==> src/rtl/bnn_dot_unit.sv <==
// rtl/bnn_dot_unit.sv - pipelined binarised XNOR-popcount dot-product unit
// S1 registers the popcount of each beat; S2 accumulates and produces results.
module bnn_dot_unit #(
    parameter int XLEN  = 32,
    parameter int ACC_W = 16,
    parameter int CNT_W = 8
) (
    input  logic             clk,
    input  logic             reset_n,
    input  logic             in_valid,
    output logic             in_ready,
    input  logic [XLEN-1:0]  op_a,
    input  logic [XLEN-1:0]  op_b,
    input  logic [1:0]       op_mode,
    input  logic             op_last,
    input  logic [ACC_W-1:0] thresh,
    input  logic             abort,
    output logic             out_valid,
    input  logic             out_ready,
    output logic [ACC_W-1:0] result,
    output logic             sat
);
    localparam int PC_W = $clog2(XLEN) + 1;
    localparam int SUM_W = ACC_W + 1;

    localparam logic [1:0] MODE_POP  = 2'b00;
    localparam logic [1:0] MODE_ACC  = 2'b01;
    localparam logic [1:0] MODE_SDOT = 2'b10;
    localparam logic [1:0] MODE_THR  = 2'b11;

    logic             vec_active_q, vec_active_d;
    logic [1:0]       vmode_q, vmode_d;
    logic             s1_valid_q, s1_valid_d;
    logic [PC_W-1:0]  s1_pc_q, s1_pc_d;
    logic [1:0]       s1_mode_q, s1_mode_d;
    logic             s1_last_q, s1_last_d;
    logic [ACC_W-1:0] s1_thresh_q, s1_thresh_d;
    logic [ACC_W-1:0] acc_q, acc_d;
    logic [CNT_W-1:0] cnt_q, cnt_d;
    logic             flag_q, flag_d;
    logic             out_valid_q, out_valid_d;
    logic [ACC_W-1:0] result_q, result_d;
    logic             sat_q, sat_d;

    logic             stall, accept, consume;
    logic [XLEN-1:0]  match_w;
    logic [PC_W-1:0]  pc_w;
    logic [1:0]       beat_mode;
    logic             beat_last;
    logic [SUM_W-1:0] sum_ext;
    logic [ACC_W-1:0] sum_sat, dot_w;
    logic             cnt_max, flag_nxt, thr_hit;
    logic [CNT_W-1:0] cnt_nxt;

    assign stall     = out_valid_q & ~out_ready;
    assign in_ready  = reset_n & ~stall;
    assign accept    = in_valid & in_ready & ~abort;
    assign consume   = s1_valid_q & ~stall & ~abort;
    assign out_valid = out_valid_q;
    assign result    = result_q;
    assign sat       = sat_q;

    // Mode is captured on the first beat; POP beats each close their own vector.
    assign beat_mode = vec_active_q ? vmode_q : op_mode;
    assign beat_last = (beat_mode == MODE_POP) | op_last;

    always_comb begin
        match_w = ~(op_a ^ op_b);
        pc_w    = '0;
        for (int i = 0; i < XLEN; i++) begin
            pc_w = pc_w + PC_W'(match_w[i]);
        end
    end

    assign sum_ext  = {1'b0, acc_q} + SUM_W'(s1_pc_q);
    assign sum_sat  = sum_ext[ACC_W] ? {ACC_W{1'b1}} : sum_ext[ACC_W-1:0];
    assign cnt_max  = &cnt_q;
    assign cnt_nxt  = cnt_max ? cnt_q : cnt_q + CNT_W'(1);
    assign flag_nxt = flag_q | sum_ext[ACC_W] | cnt_max;
    // 2*sum - XLEN*n only matters modulo 2^ACC_W, so it is formed at ACC_W bits.
    assign dot_w    = {sum_sat[ACC_W-2:0], 1'b0} - ACC_W'(XLEN) * ACC_W'(cnt_nxt);
    assign thr_hit  = sum_sat >= s1_thresh_q;

    always_comb begin
        vec_active_d = vec_active_q;
        vmode_d      = vmode_q;
        s1_valid_d   = s1_valid_q;
        s1_pc_d      = s1_pc_q;
        s1_mode_d    = s1_mode_q;
        s1_last_d    = s1_last_q;
        s1_thresh_d  = s1_thresh_q;
        acc_d        = acc_q;
        cnt_d        = cnt_q;
        flag_d       = flag_q;
        out_valid_d  = out_valid_q;
        result_d     = result_q;
        sat_d        = sat_q;
        if (!stall) begin
            s1_valid_d  = accept;
            out_valid_d = 1'b0;
            if (accept) begin
                s1_pc_d      = pc_w;
                s1_mode_d    = beat_mode;
                s1_last_d    = beat_last;
                s1_thresh_d  = thresh;
                vec_active_d = ~beat_last;
                vmode_d      = beat_mode;
            end
            if (consume) begin
                if (s1_mode_q == MODE_POP) begin
                    out_valid_d = 1'b1;
                    result_d    = ACC_W'(s1_pc_q);
                    sat_d       = 1'b0;
                end else if (s1_last_q) begin
                    out_valid_d = 1'b1;
                    sat_d       = flag_nxt;
                    acc_d       = '0;
                    cnt_d       = '0;
                    flag_d      = 1'b0;
                    case (s1_mode_q)
                        MODE_SDOT: result_d = dot_w;
                        MODE_THR:  result_d = {{(ACC_W-1){1'b0}}, thr_hit};
                        default:   result_d = sum_sat;
                    endcase
                end else begin
                    acc_d  = sum_sat;
                    cnt_d  = cnt_nxt;
                    flag_d = flag_nxt;
                end
            end
        end
        if (abort) begin
            vec_active_d = 1'b0;
            s1_valid_d   = 1'b0;
            acc_d        = '0;
            cnt_d        = '0;
            flag_d       = 1'b0;
        end
    end

    always_ff @(posedge clk or negedge reset_n) begin
        if (!reset_n) begin
            vec_active_q <= 1'b0;
            vmode_q      <= MODE_POP;
            s1_valid_q   <= 1'b0;
            s1_pc_q      <= '0;
            s1_mode_q    <= MODE_POP;
            s1_last_q    <= 1'b0;
            s1_thresh_q  <= '0;
            acc_q        <= '0;
            cnt_q        <= '0;
            flag_q       <= 1'b0;
            out_valid_q  <= 1'b0;
            result_q     <= '0;
            sat_q        <= 1'b0;
        end else begin
            vec_active_q <= vec_active_d;
            vmode_q      <= vmode_d;
            s1_valid_q   <= s1_valid_d;
            s1_pc_q      <= s1_pc_d;
            s1_mode_q    <= s1_mode_d;
            s1_last_q    <= s1_last_d;
            s1_thresh_q  <= s1_thresh_d;
            acc_q        <= acc_d;
            cnt_q        <= cnt_d;
            flag_q       <= flag_d;
            out_valid_q  <= out_valid_d;
            result_q     <= result_d;
            sat_q        <= sat_d;
        end
    end
endmodule

==> config.mk <==
export PLATFORM = sky130hd
export DESIGN_NAME = bnn_dot_unit
export DESIGN_NICKNAME = d
export VERILOG_FILES = /design/src/rtl/bnn_dot_unit.sv
export SDC_FILE = /design/constraint.sdc
export NUM_CORES = 1
export LEC_CHECK = 0
export ABC_AREA = 0
export CAP_MARGIN = 20
export CORE_MARGIN = 5
export CORE_UTILIZATION = 50
export CTS_BUF_LIST = sky130_fd_sc_hd__clkbuf_4
export DETAILED_ROUTE_END_ITERATION = 7
export PLACE_DENSITY = 0.77
export RECOVER_POWER = 100
export REMOVE_ABC_BUFFERS = 1
export SLEW_MARGIN = 30
export SYNTH_ARGS = -nofsm -noshare
export SYNTH_HDL_FRONTEND = slang
export SYNTH_SLANG_ARGS = --single-unit
export TNS_END_PERCENT = 5
==> constraint.sdc <==
create_clock -name clk -period 4.85 [get_ports clk]
set_input_delay 0.97 -clock clk [delete_from_list [all_inputs] [get_ports clk]]
set_output_delay 0.97 -clock clk [all_outputs]
set_load 0.01 [all_outputs]
==> results.toml <==
[routing]
drc_errors = 2
ant_nets = 0
dr.pass1.iters = 8
drt_iter0_drc = 288
wl_per_cell_um = 15.7
wl_um = 13200
vias = 4642
via_per_inst = 5.50

[job]
max_cap_violations = 0

[critical_path]
path_cells = "buf_8, xnor2_4, fa_1, inv_2, fa_1, fa_2, fa_1, fa_1, fa_1, inv_1, ha_2, inv_2, fa_2, inv_2, a21o_1, a21oi_2, xor2_1, o21ai_1"
critPathBufInv = 5
cpMostUsedCell = "fa_1"
setup.worst_path.class = "in2reg"
worst_ep_required_time_ps = 5180
arrival_ps = 5440
crit_path_end_kind = "register"
critPathTopFamily = "adder cells"
cp_slowest_cell = "fa_1"
critPathMaxStageDelay_ps = 570
start_kind = "input pin"
crit_fanout = 2

[sta]
setup_viol = 7
fin_worst_skew_ps = 12.4
fin_crit_sh = 1.06
grt_setup_unrepaired = "true"
period_minus_slack_ps = 5120
finalSetupTns_ps = -815
max_freq_ghz = 0.195
maxSlewHeadroom = 0.119
final_hold_viol_count = 0
maxSlewViolCount = 0
worst_slack_ps = -267
worst_pin_slew_ps = 1320

[synth]
yosys-top-cells-area = "dfrtp_1 (33%), fa_1 (9.7%), ha_1 (8.9%), xor2_1 (5.9%), nand2_1 (5.3%)"
syn-instance-count = 591
yosys_warnings = 0
synth_top_area_cell = "dfrtp_1"
seq_area_frac_synth = 0.327
synth_top_area_frac = 0.327
syn_avg_cell_area_um2 = 9.05
async_flop_share = 1.00
synth_edf_count = 0
synth_seq_cells = 70
synth_area_mm2 = 0.00535
synth_flop_cell = "dfrtp_1"
ys_types = 61

[clock_network]
cts_inserted_buffers = 9
cts_hold_buf = 0
insertion_delay_ps = 430
numClockSinks = 70
cts_tree = "built"
h-tree-depth = 3
cts_buffer_depth = 2
cts_root_buf = "clkbuf_4"
clk_pin_slew_worst_paths_ps = 120

[placed_design]
place_hpwl_um = 10600
post-place-cells = 826
io_buffer_count = 106
finalWeightedCongestion = 0.942

[floorplanning]
die_height_um = 113
core_area_mm2 = 0.0104
die_w_um = 113
start_util = 0.516
die_area_mm2 = 0.0129
num_io_pins = 107
rows = 37

[layout]
finalNonFillerCells = 844
drive_gt1_frac = 0.112
fin_nets = 854
layout_common_cells = "nand2_1 (77), dfrtp_1 (70), o21ai_0 (56)"
syn_to_final_growth_pct = 25.0
final_common_cell = "nand2_1"

[power_and_ir_drop]
intPower_mw = 2.05
seqPwrFrac = 0.216
ir_drop_v = 0.000691
power_density_mw_per_mm2 = 540
power.switching_mw = 1.56
leakagePower_nw = 3.21
swShare = 0.432
comb_power_share = 0.695
pwr-share-clk = 0.089

[grt]
grt_pass1_vias = 4974
grtUsageTotal = 0.215
grt_first_pass_wirelength_um = 22600
grt_start_max_net_pins = 54
antenna_found_initial = 0
grt-ovfl-total = 0

[outcome]
violations = "design-rule violations, negative setup slack"
status = "finished with violations"

[hold_path]
worstHoldPathType = "reg2reg"
## layer usage
layer / global-route usage / part of all wire / routed length [µm] / vias to the layer above
li1: - / - / - / 2224
met1: 0.254 / 0.40 / 5260 / 2186
met2: 0.384 / 0.51 / 6690 / 194
met3: 0.0488 / 0.069 / 906 / 38
met4: 0.0745 / 0.027 / 360 / 0
met5: 0 / 0 / 0 / -
## synthesized netlist by cell type, drive strengths merged, types with 2 or more instances
cell	instances
mux2i	6
nand3b	2
fa	26
xor2	36
ha	38
inv	57
o2111ai	2
o21bai	3
a21o	10
a21oi	25
o211ai	2
nor3	8
o21ai	63
and2	3
nor2	46
o31a	2
o221ai	2
and3	5
nand4	6
a221oi	3
a211oi	4
dfrtp	70
xnor2	19
a22oi	2
o21a	4
o31ai	5
clkbuf	16
nand2b	8
nor2b	5
or2	2
a22o	7
nand2	77
nand3	13
## worst paths after layout
kind | startpoint | to | slack [ps] | cells after the start
setup reg to reg | s1_pc_q[0] | result[13] | -10 | 14
max in group asynchronous | reset_n | acc_q[15] | 2260 | 2
hold / removal | result[4] | result[4] | 480 | 2
min in group asynchronous | reset_n | s1_thresh_q[12] | 710 | 1
hold reg to reg | result[4] | result[4] | 480 | 2
setup / recovery | op_b[0] | s1_pc_q[4] | -270 | 18
## logic make-up after synthesis
logic type	Yosys count	share of synthesized area
AO/OA/AOI/OAI	142	0.176
XOR/XNOR	55	0.0901
adder cells (fa/ha/maj)	64	0.186
buffers and inverters	74	0.0524
flip-flops	70	0.327
multiplexers	7	0.0157
AND/OR/NAND/NOR	179	0.153
## flip-flops by register name (all words and copies together), names as in the netlist
| register | flops |
|---|---|
| vec_active_q | 1 |
| s1_valid_q | 1 |
| out_valid | 1 |
| s1_thresh_q | 16 |
| s1_pc_q | 6 |
| result | 16 |
| flag_q | 1 |
| cnt_q | 8 |
| acc_q | 16 |
| s1_mode_q | 2 |
| s1_last_q | 1 |
| sat | 1 |
## per-stage QoR
| stage | hold WS [ps] | worst slack (ps) | instance area [µm²] | power (mW) | utilization |
|---|---|---|---|---|---|
| global route | 527 | -470 | 6680 | 4.06 | 0.645 |
| CTS | 475 | -269 | 6740 | 3.63 | 0.650 |
| floorplan | 452 | -574 | 5280 | 2.36 | - |
| finish | 483 | -267 | 6690 | 3.61 | 0.645 |
| global placement | 460 | -1120 | 6590 | 3.09 | 0.635 |
| detailed placement | 474 | -1200 | 6590 | 3.20 | 0.636 |
## cell type report
cell class	instances	area, µm²
tap	136	170
timing repair buffer	117	1050
inverter	57	214
clock inverter	7	41.3
clock buffer	9	67.6
fill	879	3680
multi-input combinational	447	3390
sequential	70	1750
antenna	1	2.50
## power groups by stage
| stage | logic, mW | registers [mW] | clock network (mW) |
|---|---|---|---|
| finish | 2.51 | 0.781 | 0.321 |
| CTS | 2.52 | 0.784 | 0.327 |
| detailed placement | 2.40 | 0.796 | 0 |
| floorplan | 1.56 | 0.804 | 0 |
| global route | 2.92 | 0.797 | 0.350 |
| global placement | 2.30 | 0.789 | 0 |
## worst register-to-register path, stage by stage (launching register included)
cell and delay, ps:
dfrtp_1 420, ha_1 240, fa_1 400, a21o_1 230
a221oi_1 810, nor2_1 360, or2_0 450, fa_1 510
a21o_1 200, nand2_1 80, a21oi_1 90, o41ai_1 500
xnor2_1 190, o221ai_1 150, o21a_1 150
## timing repair
action	4_1_cts	5_1_grt
setup endpoints to repair	6	5
buffers inserted	1	0
pin swaps	38	21
resized for setup	85	36
Note: power is estimated with default switching activity, not from simulation.
